### src/rtl/uart_cmd_pkg.sv
// ============================================================================
// Module      : uart_cmd_pkg
// Description : Shared types, ASCII constants and command lookup for the
//               base-side UART drive-command receiver.
// Revision    : 1.0 - initial release
// ============================================================================
`default_nettype none

package uart_cmd_pkg;

    typedef enum logic [2:0] {
        CMD_STOP  = 3'd0,
        CMD_FWD   = 3'd1,
        CMD_BACK  = 3'd2,
        CMD_LEFT  = 3'd3,
        CMD_RIGHT = 3'd4
    } drive_cmd_t;

    localparam logic [7:0] c_ascii_s = 8'h53;
    localparam logic [7:0] c_ascii_f = 8'h46;
    localparam logic [7:0] c_ascii_b = 8'h42;
    localparam logic [7:0] c_ascii_l = 8'h4C;
    localparam logic [7:0] c_ascii_r = 8'h52;
    localparam logic [7:0] c_ascii_0 = 8'h30;

    typedef struct packed {
        logic       valid;
        drive_cmd_t cmd;
    } cmd_lookup_t;

    typedef enum logic [2:0] {
        BYTE_IDLE    = 3'd0,
        BYTE_START   = 3'd1,
        BYTE_DATA    = 3'd2,
        BYTE_STOP    = 3'd3,
        BYTE_RECOVER = 3'd4
    } byte_state_t;

    typedef enum logic [0:0] {
        DEC_WAIT_CMD  = 1'b0,
        DEC_WAIT_MULT = 1'b1
    } dec_state_t;

    function automatic cmd_lookup_t ascii_to_cmd(input logic [7:0] b);
        cmd_lookup_t res;
        res.valid = 1'b1;
        res.cmd   = CMD_STOP;
        case (b)
            c_ascii_s: res.cmd = CMD_STOP;
            c_ascii_f: res.cmd = CMD_FWD;
            c_ascii_b: res.cmd = CMD_BACK;
            c_ascii_l: res.cmd = CMD_LEFT;
            c_ascii_r: res.cmd = CMD_RIGHT;
            default:   res.valid = 1'b0;
        endcase
        return res;
    endfunction

endpackage

`default_nettype wire

### src/rtl/uart_rx_byte.sv
// ============================================================================
// Module      : uart_rx_byte
// Description : 2-FF synchroniser plus 8N1 byte deserialiser with glitch
//               rejection, framing-error detection and break recovery.
// Revision    : 1.0 - initial release
// ============================================================================
`default_nettype none

module uart_rx_byte
    import uart_cmd_pkg::*;
#(
    parameter int CLKS_PER_BIT = 434
) (
    input  logic       clk_50,
    input  logic       reset,
    input  logic       rx,
    output logic [7:0] data,
    output logic       valid,
    output logic       frame_error,
    output logic       busy
);

    localparam int                 c_cnt_w   = $clog2(CLKS_PER_BIT);
    localparam logic [c_cnt_w-1:0] c_half_m1 = c_cnt_w'(CLKS_PER_BIT / 2 - 1);
    localparam logic [c_cnt_w-1:0] c_full_m1 = c_cnt_w'(CLKS_PER_BIT - 1);
    localparam logic [c_cnt_w-1:0] c_one     = c_cnt_w'(1);

    logic               r_sync1;
    logic               r_sync2;
    logic               r_prev;
    byte_state_t        r_state;
    byte_state_t        w_next;
    logic [c_cnt_w-1:0] r_cnt;
    logic [2:0]         r_bit_idx;
    logic [7:0]         r_shift;
    logic               w_rx;
    logic               w_fall;
    logic               w_tick_half;
    logic               w_tick_full;

    // Flops preset high so reset looks like an idle line, not a start bit.
    always_ff @(posedge clk_50 or posedge reset) begin
        if (reset) begin
            r_sync1 <= 1'b1;
            r_sync2 <= 1'b1;
            r_prev  <= 1'b1;
        end else begin
            r_sync1 <= rx;
            r_sync2 <= r_sync1;
            r_prev  <= r_sync2;
        end
    end

    assign w_rx        = r_sync2;
    assign w_fall      = r_prev & ~r_sync2;
    assign w_tick_half = (r_cnt == c_half_m1);
    assign w_tick_full = (r_cnt == c_full_m1);
    assign busy        = (r_state != BYTE_IDLE);

    always_ff @(posedge clk_50 or posedge reset) begin
        if (reset) begin
            r_state <= BYTE_IDLE;
        end else begin
            r_state <= w_next;
        end
    end

    always_comb begin
        w_next = r_state;
        case (r_state)
            BYTE_IDLE:    if (w_fall) w_next = BYTE_START;
            BYTE_START:   if (w_tick_half) w_next = w_rx ? BYTE_IDLE : BYTE_DATA;
            BYTE_DATA:    if (w_tick_full && (r_bit_idx == 3'd7)) w_next = BYTE_STOP;
            BYTE_STOP:    if (w_tick_full) w_next = w_rx ? BYTE_IDLE : BYTE_RECOVER;
            BYTE_RECOVER: if (w_rx) w_next = BYTE_IDLE;
            default:      w_next = BYTE_IDLE;
        endcase
    end

    always_ff @(posedge clk_50 or posedge reset) begin
        if (reset) begin
            r_cnt       <= '0;
            r_bit_idx   <= 3'd0;
            r_shift     <= 8'h00;
            data        <= 8'h00;
            valid       <= 1'b0;
            frame_error <= 1'b0;
        end else begin
            valid       <= 1'b0;
            frame_error <= 1'b0;
            case (r_state)
                BYTE_START: begin
                    r_cnt <= w_tick_half ? '0 : r_cnt + c_one;
                end
                BYTE_DATA: begin
                    if (w_tick_full) begin
                        r_cnt     <= '0;
                        r_shift   <= {w_rx, r_shift[7:1]};
                        r_bit_idx <= r_bit_idx + 3'd1;
                    end else begin
                        r_cnt <= r_cnt + c_one;
                    end
                end
                BYTE_STOP: begin
                    if (w_tick_full) begin
                        r_cnt <= '0;
                        if (w_rx) begin
                            data  <= r_shift;
                            valid <= 1'b1;
                        end else begin
                            frame_error <= 1'b1;
                        end
                    end else begin
                        r_cnt <= r_cnt + c_one;
                    end
                end
                default: begin
                    r_cnt     <= '0;
                    r_bit_idx <= 3'd0;
                end
            endcase
        end
    end

endmodule

`default_nettype wire

### src/rtl/uart_command_rx.sv
// ============================================================================
// Module      : uart_command_rx
// Description : UART drive-command receiver; decodes two-byte ASCII frames
//               (letter, digit) into command/multiplier. Optional macro
//               UART_CMD_RX_TIMEOUT_EN adds an inter-byte timeout.
// Revision    : 1.0 - initial release
// ============================================================================
`default_nettype none

module uart_command_rx
    import uart_cmd_pkg::*;
#(
    parameter int CLKS_PER_BIT = 434,
    parameter int TIMEOUT_CLKS = 50000
) (
    input  logic       clk_50,
    input  logic       reset,
    input  logic       uart_in,
    output logic [2:0] command,
    output logic [2:0] multiplier,
    output logic       cmd_valid,
    output logic [7:0] rx_byte,
    output logic       rx_byte_valid,
    output logic       frame_error,
    output logic       decode_error,
    output logic       busy
);

    dec_state_t  r_dec_state;
    dec_state_t  w_dec_next;
    drive_cmd_t  r_pending;
    cmd_lookup_t w_lookup;
    logic        w_is_digit;
    logic        w_load_pending;
    logic        w_fire;
    logic        w_dec_err;
    logic        w_timeout;

    uart_rx_byte #(
        .CLKS_PER_BIT (CLKS_PER_BIT)
    ) u_rx_byte (
        .clk_50      (clk_50),
        .reset       (reset),
        .rx          (uart_in),
        .data        (rx_byte),
        .valid       (rx_byte_valid),
        .frame_error (frame_error),
        .busy        (busy)
    );

    assign w_lookup   = ascii_to_cmd(rx_byte);
    assign w_is_digit = (rx_byte[7:3] == c_ascii_0[7:3]);

`ifdef UART_CMD_RX_TIMEOUT_EN
    localparam int                c_to_w    = $clog2(TIMEOUT_CLKS + 1);
    localparam logic [c_to_w-1:0] c_to_last = c_to_w'(TIMEOUT_CLKS - 1);
    localparam logic [c_to_w-1:0] c_to_one  = c_to_w'(1);

    logic [c_to_w-1:0] r_to_cnt;

    always_ff @(posedge clk_50 or posedge reset) begin
        if (reset) begin
            r_to_cnt <= '0;
        end else if ((r_dec_state != DEC_WAIT_MULT) || rx_byte_valid) begin
            r_to_cnt <= '0;
        end else if (r_to_cnt != c_to_last) begin
            r_to_cnt <= r_to_cnt + c_to_one;
        end
    end

    // A byte arriving on the deadline cycle wins over the timeout.
    assign w_timeout = (r_dec_state == DEC_WAIT_MULT) && (r_to_cnt == c_to_last)
                       && !rx_byte_valid;
`else
    assign w_timeout = 1'b0;
`endif

    always_ff @(posedge clk_50 or posedge reset) begin
        if (reset) begin
            r_dec_state <= DEC_WAIT_CMD;
        end else begin
            r_dec_state <= w_dec_next;
        end
    end

    always_comb begin
        w_dec_next     = r_dec_state;
        w_load_pending = 1'b0;
        w_fire         = 1'b0;
        w_dec_err      = 1'b0;
        if (rx_byte_valid) begin
            case (r_dec_state)
                DEC_WAIT_CMD: begin
                    if (w_lookup.valid) begin
                        w_load_pending = 1'b1;
                        w_dec_next     = DEC_WAIT_MULT;
                    end else begin
                        w_dec_err = 1'b1;
                    end
                end
                DEC_WAIT_MULT: begin
                    if (w_is_digit) begin
                        w_fire     = 1'b1;
                        w_dec_next = DEC_WAIT_CMD;
                    end else if (w_lookup.valid) begin
                        w_dec_err      = 1'b1;
                        w_load_pending = 1'b1;
                    end else begin
                        w_dec_err  = 1'b1;
                        w_dec_next = DEC_WAIT_CMD;
                    end
                end
                default: w_dec_next = DEC_WAIT_CMD;
            endcase
        end else if (w_timeout) begin
            w_dec_err  = 1'b1;
            w_dec_next = DEC_WAIT_CMD;
        end
    end

    always_ff @(posedge clk_50 or posedge reset) begin
        if (reset) begin
            r_pending    <= CMD_STOP;
            command      <= 3'd0;
            multiplier   <= 3'd0;
            cmd_valid    <= 1'b0;
            decode_error <= 1'b0;
        end else begin
            cmd_valid    <= w_fire;
            decode_error <= w_dec_err;
            if (w_load_pending) begin
                r_pending <= w_lookup.cmd;
            end
            if (w_fire) begin
                command    <= r_pending;
                multiplier <= rx_byte[2:0];
            end
        end
    end

endmodule

`default_nettype wire

### config.mk
export PLATFORM = sky130hd
export DESIGN_NAME = uart_command_rx
export DESIGN_NICKNAME = d
export VERILOG_FILES = /design/src/rtl/uart_cmd_pkg.sv /design/src/rtl/uart_rx_byte.sv /design/src/rtl/uart_command_rx.sv
export SDC_FILE = /design/constraint.sdc
export NUM_CORES = 1
export LEC_CHECK = 0
export CAP_MARGIN = 20
export CORE_MARGIN = 8
export CORE_UTILIZATION = 60
export CTS_CLUSTER_SIZE = 16
export DETAILED_ROUTE_END_ITERATION = 8
export GPL_TIMING_DRIVEN = 0
export MAX_ROUTING_LAYER = met4
export PLACE_DENSITY = 0.9
export SLEW_MARGIN = 20
export SYNTH_ARGS = -nofsm -noshare
export SYNTH_HDL_FRONTEND = slang
export SYNTH_SLANG_ARGS = --single-unit
### constraint.sdc
create_clock -name clk_50 -period 4.4 [get_ports clk_50]
set_input_delay 0.88 -clock clk_50 [delete_from_list [all_inputs] [get_ports clk_50]]
set_output_delay 0.88 -clock clk_50 [all_outputs]
set_load 0.01 [all_outputs]
# After elaboration in Yosys (flattened, before gate mapping)
# Cells that the tools add are included.
[classes] addsub=2 eq_ne=19 mux=32 n_bitwise=4 reduce_logical=10
[ops] cell="$eq A8 B7 Y1 const B" count=5
[ops] cell="$mux W3" count=7
[ops] cell="$mux W9" count=2
[ops] cell="$pmux W9 S2" count=1
[ops] cell="$mux W1" count=16
[ops] cell="$pmux W3 S5" count=1
[ops] cell="$ne A2 B1 Y1 const B" count=6
[ops] cell="$pmux W3 S4" count=1
[ops] cell="$add A9 B1 Y9 const B" count=1
[ops] cell="$eq A9 B8 Y1 const B" count=1
[ops] cell="$eq A9 B9 Y1 const B" count=1
[ops] cell="$eq A3 B2 Y1 const B" count=2
[ops] cell="$eq A3 B3 Y1 const B" count=2
[ops] cell="$pmux W3 S2" count=1
[ops] cell="$eq A5 B3 Y1 const B" count=1
[ops] cell="$reduce_and A5 Y1" count=1
[ops] cell="$reduce_or A5 Y1" count=1
[ops] cell="$pmux W1 S2" count=2
[ops] cell="$reduce_and A2 Y1" count=2
[ops] cell="$reduce_or A2 Y1" count=2
[ops] cell="$add A3 B1 Y3 const B" count=1
[ops] cell="$eq A3 B1 Y1 const B" count=1
[ops] cell="$logic_not A3 Y1" count=1
[ops] cell="$not A1 Y1" count=3
[ops] cell="5 further kinds" count=5
[totals] register_bits=48 in_bits=3 out_inout_bits=19 elab_cells=83

# Longest topological paths before layout
# Gate-level depths: netlist of the first run.
[depth] word_depth=7 ltp_mapped=6 mapped_depth_nobuf=6

# Modules after synthesis
# A second synthesis of the first run with hierarchy kept.
[hier_totals] cells_unflattened=178 area_unflattened_um2=2205.9
[modules_own_cells] module="uart_rx_byte" instances=1 cells_per_inst=134 area_each_um2=1635.3 seq_area_each_um2=904.6
[modules_own_cells] module="uart_command_rx" instances=1 cells_per_inst=44 area_each_um2=570.5 seq_area_each_um2=300.3

# Least setup slack after synthesis of the first run
# OpenSTA, ideal clock, no wires.
[synth_path] kind="register to output" startpoint="register u_rx_byte.r_state[1]" endpoint="output busy" t_arrival_ps=935 required_ps=3520 slack_ps=2585 stages_incl_launch_ff=3 path_cell_list="dfrtp_1 > clkbuf_1 > or3_1"
[synth_via] elab_chain_cells=1
[synth_rtl] element="from (decl)" line="uart_rx_byte.sv:31" text="byte_state_t r_state;"
[synth_rtl] element="from (signal assigned)" line="uart_rx_byte.sv:64" text="r_state <= w_next;"
[synth_rtl] element="$reduce_bool A3 Y1" line="uart_rx_byte.sv:58" text="assign busy = (r_state != BYTE_IDLE);"
[synth_rtl] element="to (decl)" line="uart_command_rx.sv:26" text="output logic busy"
# No other way between the ends.

# Worst setup path after layout of the first run
# Same ends and word-level chain as after synthesis.

==> metrics.md, run 1 <==
| Metric | Value |
|---|---|
| Crit-path cells | clkbuf_1 -> or3_1 -> clkdlybuf4s50_1 |
| Synthesized flop and latch total | 48 |
| Cell Area, Synth | 2110 um^2 |
| Crit-path max cell delay | 0.49 ns |
| Max Clk Rate | 373 MHz |
| Layout cells sized above 1 | 20.3% |
| Die Span X | roughly 75 um |
| Top Usage Layer GRT | met2 |
| IO Count | 22 |
| Site Rows | 21 |
| FF-to-FF Start | u_rx_byte.r_cnt[1] |
| CTS Buffer Depth | 2 |
| Antenna Nets Post-Route | 0 |
| HPWL Detailed | 3.03 mm |
| Post-synth ARST share | 100% |
| Post-route cell area | between 2000 and 2500 um^2 |
| Commonest cells in the netlist | dfrtp_1, mux2_2, nor2_1, inv_1, nand3_1 |
| Final core utilization | 72.9% |
| CTS Sinks | 48 |
| Setup Buffers After CTS | 0 |
| Placed cells | 240 |
| Initial Utilization | 62.8% |
| Crit-path slowest cell | clkdlybuf4s50_1 |
| Post-synth top area share | 53.3% |
| Post_cts resized | 0 |
| WL final | between 3 and 4 mm |
| CP startpoint | u_rx_byte.r_state[1] |
| Clock Tree Root | clkbuf_4 |
| Final Skew | slightly below 0.008 ns |
| TritonCTS Buffers | 5 |
| Crit path required time | 3.52 ns |
| Die area | 5680 um^2 |
| Min Hold Slack | approximately 0.37 ns |
| Clk slew on worst S/H paths | 0.13 ns |
| Fin. Hold Viols | 0 |
| Global Route met1 Usage | 19.0% |
| CP Class | flop to output pin |
| Area after DPL | 2400 um^2 |
| Ranking of synthesized cells by area | dfrtp_1, mux2_2, dfstp_2, nor2_1, ha_1 |
| Post-synth EDFFs | 0 |
| Length of the first detailed-routing pass in iterations | 4 |
| Post-synth top area cell | dfrtp_1 |
| Peak VDD IR | 0.000203 V |
| Maxcap violations | 0 |
| Vias/cell | 5.57 |
| Critical path arrival | 1.80 ns |
| Routed WL per cell | between 15 and 20 um |
| Worst Max-Slew Pin Slew | 0.638 ns |
| Clock Latency Late Sink | 0.34 ns |
| Vias in the first global route | 1429 |
| Setup TNS | 0 ns |
| Synth Flop Type | dfrtp_1 |
| First-pass GRT wire length | 6.77 mm |
| Period utilisation layout | about three fifths |
| Cell variety after synth | 41 |
| Setup crit end kind | output pin |
| Top-count cell post-synth | dfrtp_1 |
| Seq/Total Area, Yosys | 57.0% |
| CTS tree | built |
| Post-layout nets | 209 |
| Worst Path Buf+Inv | 2 |
| Fin cells | 248 |
| CP Launch Type | flop |
| # H-tree levels | 2 |
| CP max FO | 10 |
| Hold buffers post-CTS | 0 |
| Die H | ~75 um |
| 1st-iter DRT viols | 146 |
| Vias | 1382 |
| Drt drc | 0 |
| Outcome | complete, no violations |
| CP delay by family, top | buffers and inverters |
| Pwr dens | 319 nW/um^2 |
| Met2 Usage GRT | between 20% and 30% |
| Ys Warns | 0 |
| GPL Wtd Cong | 0.808 |
| Syn_area_per_cell | 12.3 um^2 |
| Final Max Slew Viols | 0 |
| Gr ovfl total | 0 |
| Syn nets | 180 |
| Core area | 3360 um^2 |
| Slew HR | 57.0% |
| Port Buffers | 21 |
| Final setup fails | 0 |
| N_diodes | 0 |
| Leak Pwr | around 1.1 nW |
| RSZ-0062 raised after global routing | no |
| HP Class | flop to flop |
| Area Growth Syn to Fin | 16.0% |
| GR Util All Layers | 16.1% |
| Hold_sp | u_rx_byte.r_sync1 |
| Fin crit period | 2.68 ns |
| Largest net degree at the start of global routing | 36 |
| GR Util met3 | 3.95% |
| Initial antenna violation count | 0 |
| Mapped Cells | 172 |
registers in the layout (all words and copies together) (netlist names):
register	count
u_rx_byte.data	8
u_rx_byte.r_cnt	9
u_rx_byte.r_sync1	1
r_pending	3
r_dec_state	1
cmd_valid	1
command	3
decode_error	1
u_rx_byte.valid	1
u_rx_byte.frame_error	1
u_rx_byte.r_prev	1
u_rx_byte.r_sync2	1
u_rx_byte.r_shift	8
u_rx_byte.r_bit_idx	3
u_rx_byte.r_state	3
multiplier	3
worst register-to-register path, cell delays in order (launching register included):
cell	delay [ns]
dfrtp_1	0.42
inv_1	0.08
ha_1	0.16
and4bb_2	0.26
nand4_2	0.26
nor2_4	0.33
mux2_2	0.38
cell families (layout without fill, tap and decap cells):
logic type,count (synthesis),after routing,share of synthesized area [%]
AOI/OAI and AO/OA,16,16,5.45
DFF,48,48,57.0
muxes,24,24,12.7
buffers and inverters,10,40,1.78
xor gates and xnor gates,8,8,3.32
adders and majority gates,5,5,2.96
and+or+nand+nor,61,61,16.8
placed cells by master, fill, tap and decap left out, types with 3 or more instances in the layout:
cell,count
clkbuf_1,3
clkbuf_4,5
clkdlybuf4s50_1,21
dfrtp_1,45
dfstp_2,3
ha_1,5
inv_1,8
mux2_2,22
nand2_1,6
nand2b_1,3
nand3_1,8
nor2_1,18
nor2b_1,6
nor3_1,4
o21ai_0,4
xnor2_1,5
xor2_1,3
where the power goes:
part | leakage, nW | internal [mW] | total (mW) | switching, mW
combinational | 0.466 | 0.0427 | 0.0927 | 0.0500
sequential | 0.650 | 0.467 | 0.501 | 0.0345
clock | 0.0293 | 0.0626 | 0.189 | 0.127
final timing paths:
check / endpoint / slack (ns) / depth (start not counted)
min: u_rx_byte.r_sync2 / 0.37 / 0
min reg2reg: u_rx_byte.r_sync2 / 0.37 / 0
max in group asynchronous: u_rx_byte.r_prev / 3.05 / 3
max reg2reg: u_rx_byte.data[5] / 2.40 / 6
max: busy / 1.72 / 3
min in group asynchronous: u_rx_byte.r_cnt[8] / 0.80 / 2
metal layers:
layer,wire [um],up-vias
li1,-,659
met1,1670,680
met2,2090,37
met3,175,6
met4,53,0
met5,0,-
through the flow:
| stage | power (mW) | worst slack (ns) |
|---|---|---|
| 2_1_floorplan | 0.570 | 2.38 |
| 3_3_place_gp | 0.591 | 1.60 |
| 3_5_place_dp | 0.604 | 2.09 |
| 4_1_cts | 0.790 | 1.70 |
| 5_1_grt | 0.831 | 1.61 |
| 6_report | 0.783 | 1.72 |
layout make-up:
type                       count  area (um^2)
timing repair buffer          22          230
buffer                         1         3.75
inverter                       9         33.8
multi-input combinational    114          871
clock inverter                 1         5.00
tap                           46         57.6
fill                         231          912
sequential                    48         1200
clock buffer                   7         45.0
No activity file was read; power rests on OpenSTA's default activity.
==> inputs of run 2 (changes only) <==
--- a/config.mk
+++ b/config.mk
@@ -7,12 +7,12 @@
 export LEC_CHECK = 0
 export CAP_MARGIN = 20
 export CORE_MARGIN = 8
-export CORE_UTILIZATION = 60
+export CORE_UTILIZATION = 55
 export CTS_CLUSTER_SIZE = 16
 export DETAILED_ROUTE_END_ITERATION = 8
 export GPL_TIMING_DRIVEN = 0
 export MAX_ROUTING_LAYER = met4
-export PLACE_DENSITY = 0.9
+export PLACE_DENSITY = 0.84
 export SLEW_MARGIN = 20
 export SYNTH_ARGS = -nofsm -noshare
 export SYNTH_HDL_FRONTEND = slang
==> constraint.sdc (replaced) <==
create_clock -name clk_50 -period 2.65 [get_ports clk_50]
set_input_delay 0.53 -clock clk_50 [delete_from_list [all_inputs] [get_ports clk_50]]
set_output_delay 0.53 -clock clk_50 [all_outputs]
set_load 0.01 [all_outputs]
==> run 2 against run 1 <==
- final cell count is 0.81% higher
- via count up 2.2%
- non-clock buffer count stayed put
- sequential power rose by 66%
- power rose by 82%
- register-to-register slack worse by 1.7 ns
- count of clock-buffer cells in the layout grew 1
- critical path depth did not move
- clock skew down 0.0040 ns
- sequential share of layout area fell by 0.98 points
- die area increased by 7.1%
- largest cell class unchanged
==> metrics.md, run 2 (synthesis gave the netlist of run 1 again) <==
| Metric | Value |
|---|---|
| Tot Pwr | 1.43 mW (was 0.783 mW) |
| TritonCTS Buffers | 5 (unchanged) |
| Die H | 78.0 um (was 75.3 um) |
| Top Usage Layer GRT | met2 (unchanged) |
| Core area | 3690 um^2 (was 3360 um^2) |
| CTS tree | built (unchanged) |
| Die Span X | 78.0 um (was 75.3 um) |
| Setup crit end kind | output pin (unchanged) |
| Post_cts resized | 0 (unchanged) |
| Crit-path slowest cell | clkdlybuf4s50_1 (unchanged) |
| IO Count | 22 (unchanged) |
| Site Rows | 22 (was 21) |
| HP Class | flop to flop (unchanged) |
| Commonest non-fill, non-tap cell in the layout | dfrtp_1 (unchanged) |
| Final Max Slew Viols | 0 (unchanged) |
| Pwr dens | 571 nW/um^2 (was 319 nW/um^2) |
| Gr ovfl total | 0 (unchanged) |
| Placement Setup Slack | 0.674 ns (was 2.09 ns) |
| HPWL Detailed | 2.85 mm (was 3.03 mm) |
| Peak VDD IR | 0.000467 V (was 0.000203 V) |
| Fin. Hold Viols | 0 (unchanged) |
| Met2 Usage GRT | 22.3% (was 26.6%) |
| Worst Max-Slew Pin Slew | 0.616 ns (was 0.638 ns) |
| CTS Buffer Depth | 2 (unchanged) |
| GPL Wtd Cong | 0.825 (was 0.808) |
| Leak Pwr | 1.16 nW (was 1.15 nW) |
| Crit-path max cell delay | 0.49 ns (about the same) |
| Critical path arrival | 1.78 ns (was 1.80 ns) |
| Die area | 6080 um^2 (was 5680 um^2) |
| Final core utilization | 67.8% (was 72.9%) |
| Largest net degree at the start of global routing | 26 (was 36) |
| 1st-iter DRT viols | 230 (was 146) |
| CP delay by family, top | buffers and inverters (unchanged) |
| Largest registers | u_rx_byte.r_cnt (9), u_rx_byte.data (8), u_rx_byte.r_shift (8) (unchanged) |
| Vias/cell | 5.65 (was 5.57) |
| Vias in the first global route | 1457 (was 1429) |
| Max Clk Rate | 432 MHz |
| Final worst slack | 0.338 ns (was 1.72 ns) |
| Routed WL per cell | 15.6 um (was 16.1 um) |
| Port Buffers | 21 (unchanged) |
| WL final | 3.90 mm (was 3.99 mm) |
| Setup Buffers After CTS | 0 (unchanged) |
| Period utilisation layout | 87.3% |
| CP Class | flop to output pin (unchanged) |
| CP Launch Type | flop (unchanged) |
| Vias | 1412 (was 1382) |
| Clk slew on worst S/H paths | 0.08 ns (was 0.13 ns) |
| Most frequent cells in the layout | dfrtp_1, mux2_2, clkdlybuf4s50_1, nor2_1 (unchanged) |
| Number of flip-flops in the largest register | 9 (unchanged) |
| Worst Path Buf+Inv | 2 (unchanged) |
| Layout cells sized above 1 | 20.3% (unchanged) |
| Post-layout nets | 209 (unchanged) |
| Antenna Nets Post-Route | 0 (unchanged) |
| Maxcap violations | 0 (unchanged) |
| CTS Sinks | 48 (unchanged) |
| Fin crit period | 2.31 ns |
| Global Route met1 Usage | 16.5% (was 19.0%) |
| N_diodes | 0 (unchanged) |
| Final setup fails | 0 (unchanged) |
| Clock Tree Root | clkbuf_8 (was clkbuf_4) |
| Length of the first detailed-routing pass in iterations | 4 (unchanged) |
| Crit-path cells | clkbuf_1 -> or3_1 -> clkdlybuf4s50_1 (unchanged) |
| Crit path required time | 2.12 ns (was 3.52 ns) |
| Drt drc | 0 (unchanged) |
| Initial Utilization | 57.3% (was 62.8%) |
| Slew HR | 58.6% (was 57.0%) |
| RSZ-0062 raised after global routing | no (unchanged) |
| Outcome | complete, no violations (unchanged) |
| Area Growth Syn to Fin | 18.4% (was 16.0%) |
| Min Hold Slack | 0.364 ns (was 0.368 ns) |
| First-pass GRT wire length | 6.80 mm (was 6.77 mm) |
| Fill count | 268 (was 231) |
| Final Skew | 0.00376 ns (was 0.00771 ns) |
| Largest reg by FF count | u_rx_byte.r_cnt (unchanged) |
| Initial antenna violation count | 0 (unchanged) |
| GR Util met3 | 4.38% (was 3.95%) |
| GR Util All Layers | 14.1% (was 16.1%) |
| Setup TNS | 0 ns (unchanged) |
| Clock Latency Late Sink | 0.30 ns (was 0.34 ns) |
| Hold buffers post-CTS | 0 (unchanged) |
| # H-tree levels | 2 (unchanged) |
| CP max FO | 10 (unchanged) |
run 2: cell count changes in the layout (fill, tap and decap cells not counted), sizes merged:
cell / change
clkinv: -1
clkbuf: +1
run 2: worst paths after layout:
kind	start	to	slack (ns)	cells past startpoint
setup / recovery	u_rx_byte.r_state[1]	busy	0.34	3
hold / removal	u_rx_byte.r_sync1	u_rx_byte.r_sync2	0.36	0
setup reg to reg	u_rx_byte.r_cnt[1]	u_rx_byte.data[7]	0.72	6
hold reg to reg	u_rx_byte.r_sync1	u_rx_byte.r_sync2	0.36	0
max in group asynchronous	reset	r_pending[0]	1.57	3
min in group asynchronous	reset	u_rx_byte.frame_error	0.59	2
run 2: layer usage:
layer / part of all wire [%] / up-vias
met5: 0 / -
met3: 6.9 / 8
met1: 43 / 694
met2: 49 / 46
li1: - / 664
met4: 1.8 / 0
run 2: stage by stage:
stage	cell area (um^2)	cells
final	2500	250
after detailed placement	2410	242
after CTS	2500	250
after global placement	2380	241
after floorplan	2110	172
after global routing	2500	250
run 2: layout make-up:
cell class / instances / area (um^2) / share of cell area (%)
tap: 48 / 60.1 / 2.40
buffer: 1 / 3.75 / 0.150
timing repair buffer: 22 / 238 / 9.50
inverter: 9 / 33.8 / 1.35
clock buffer: 8 / 90.1 / 3.60
sequential: 48 / 1200 / 48.2
multi-input combinational: 114 / 871 / 34.8
run 2: power breakdown:
part / switching [mW] / internal (mW) / leakage, nW
registers: 0.0567 / 0.775 / 0.650
clock network: 0.224 / 0.213 / 0.0455
logic: 0.0883 / 0.0717 / 0.470
total: 0.369 / 1.06 / 1.16
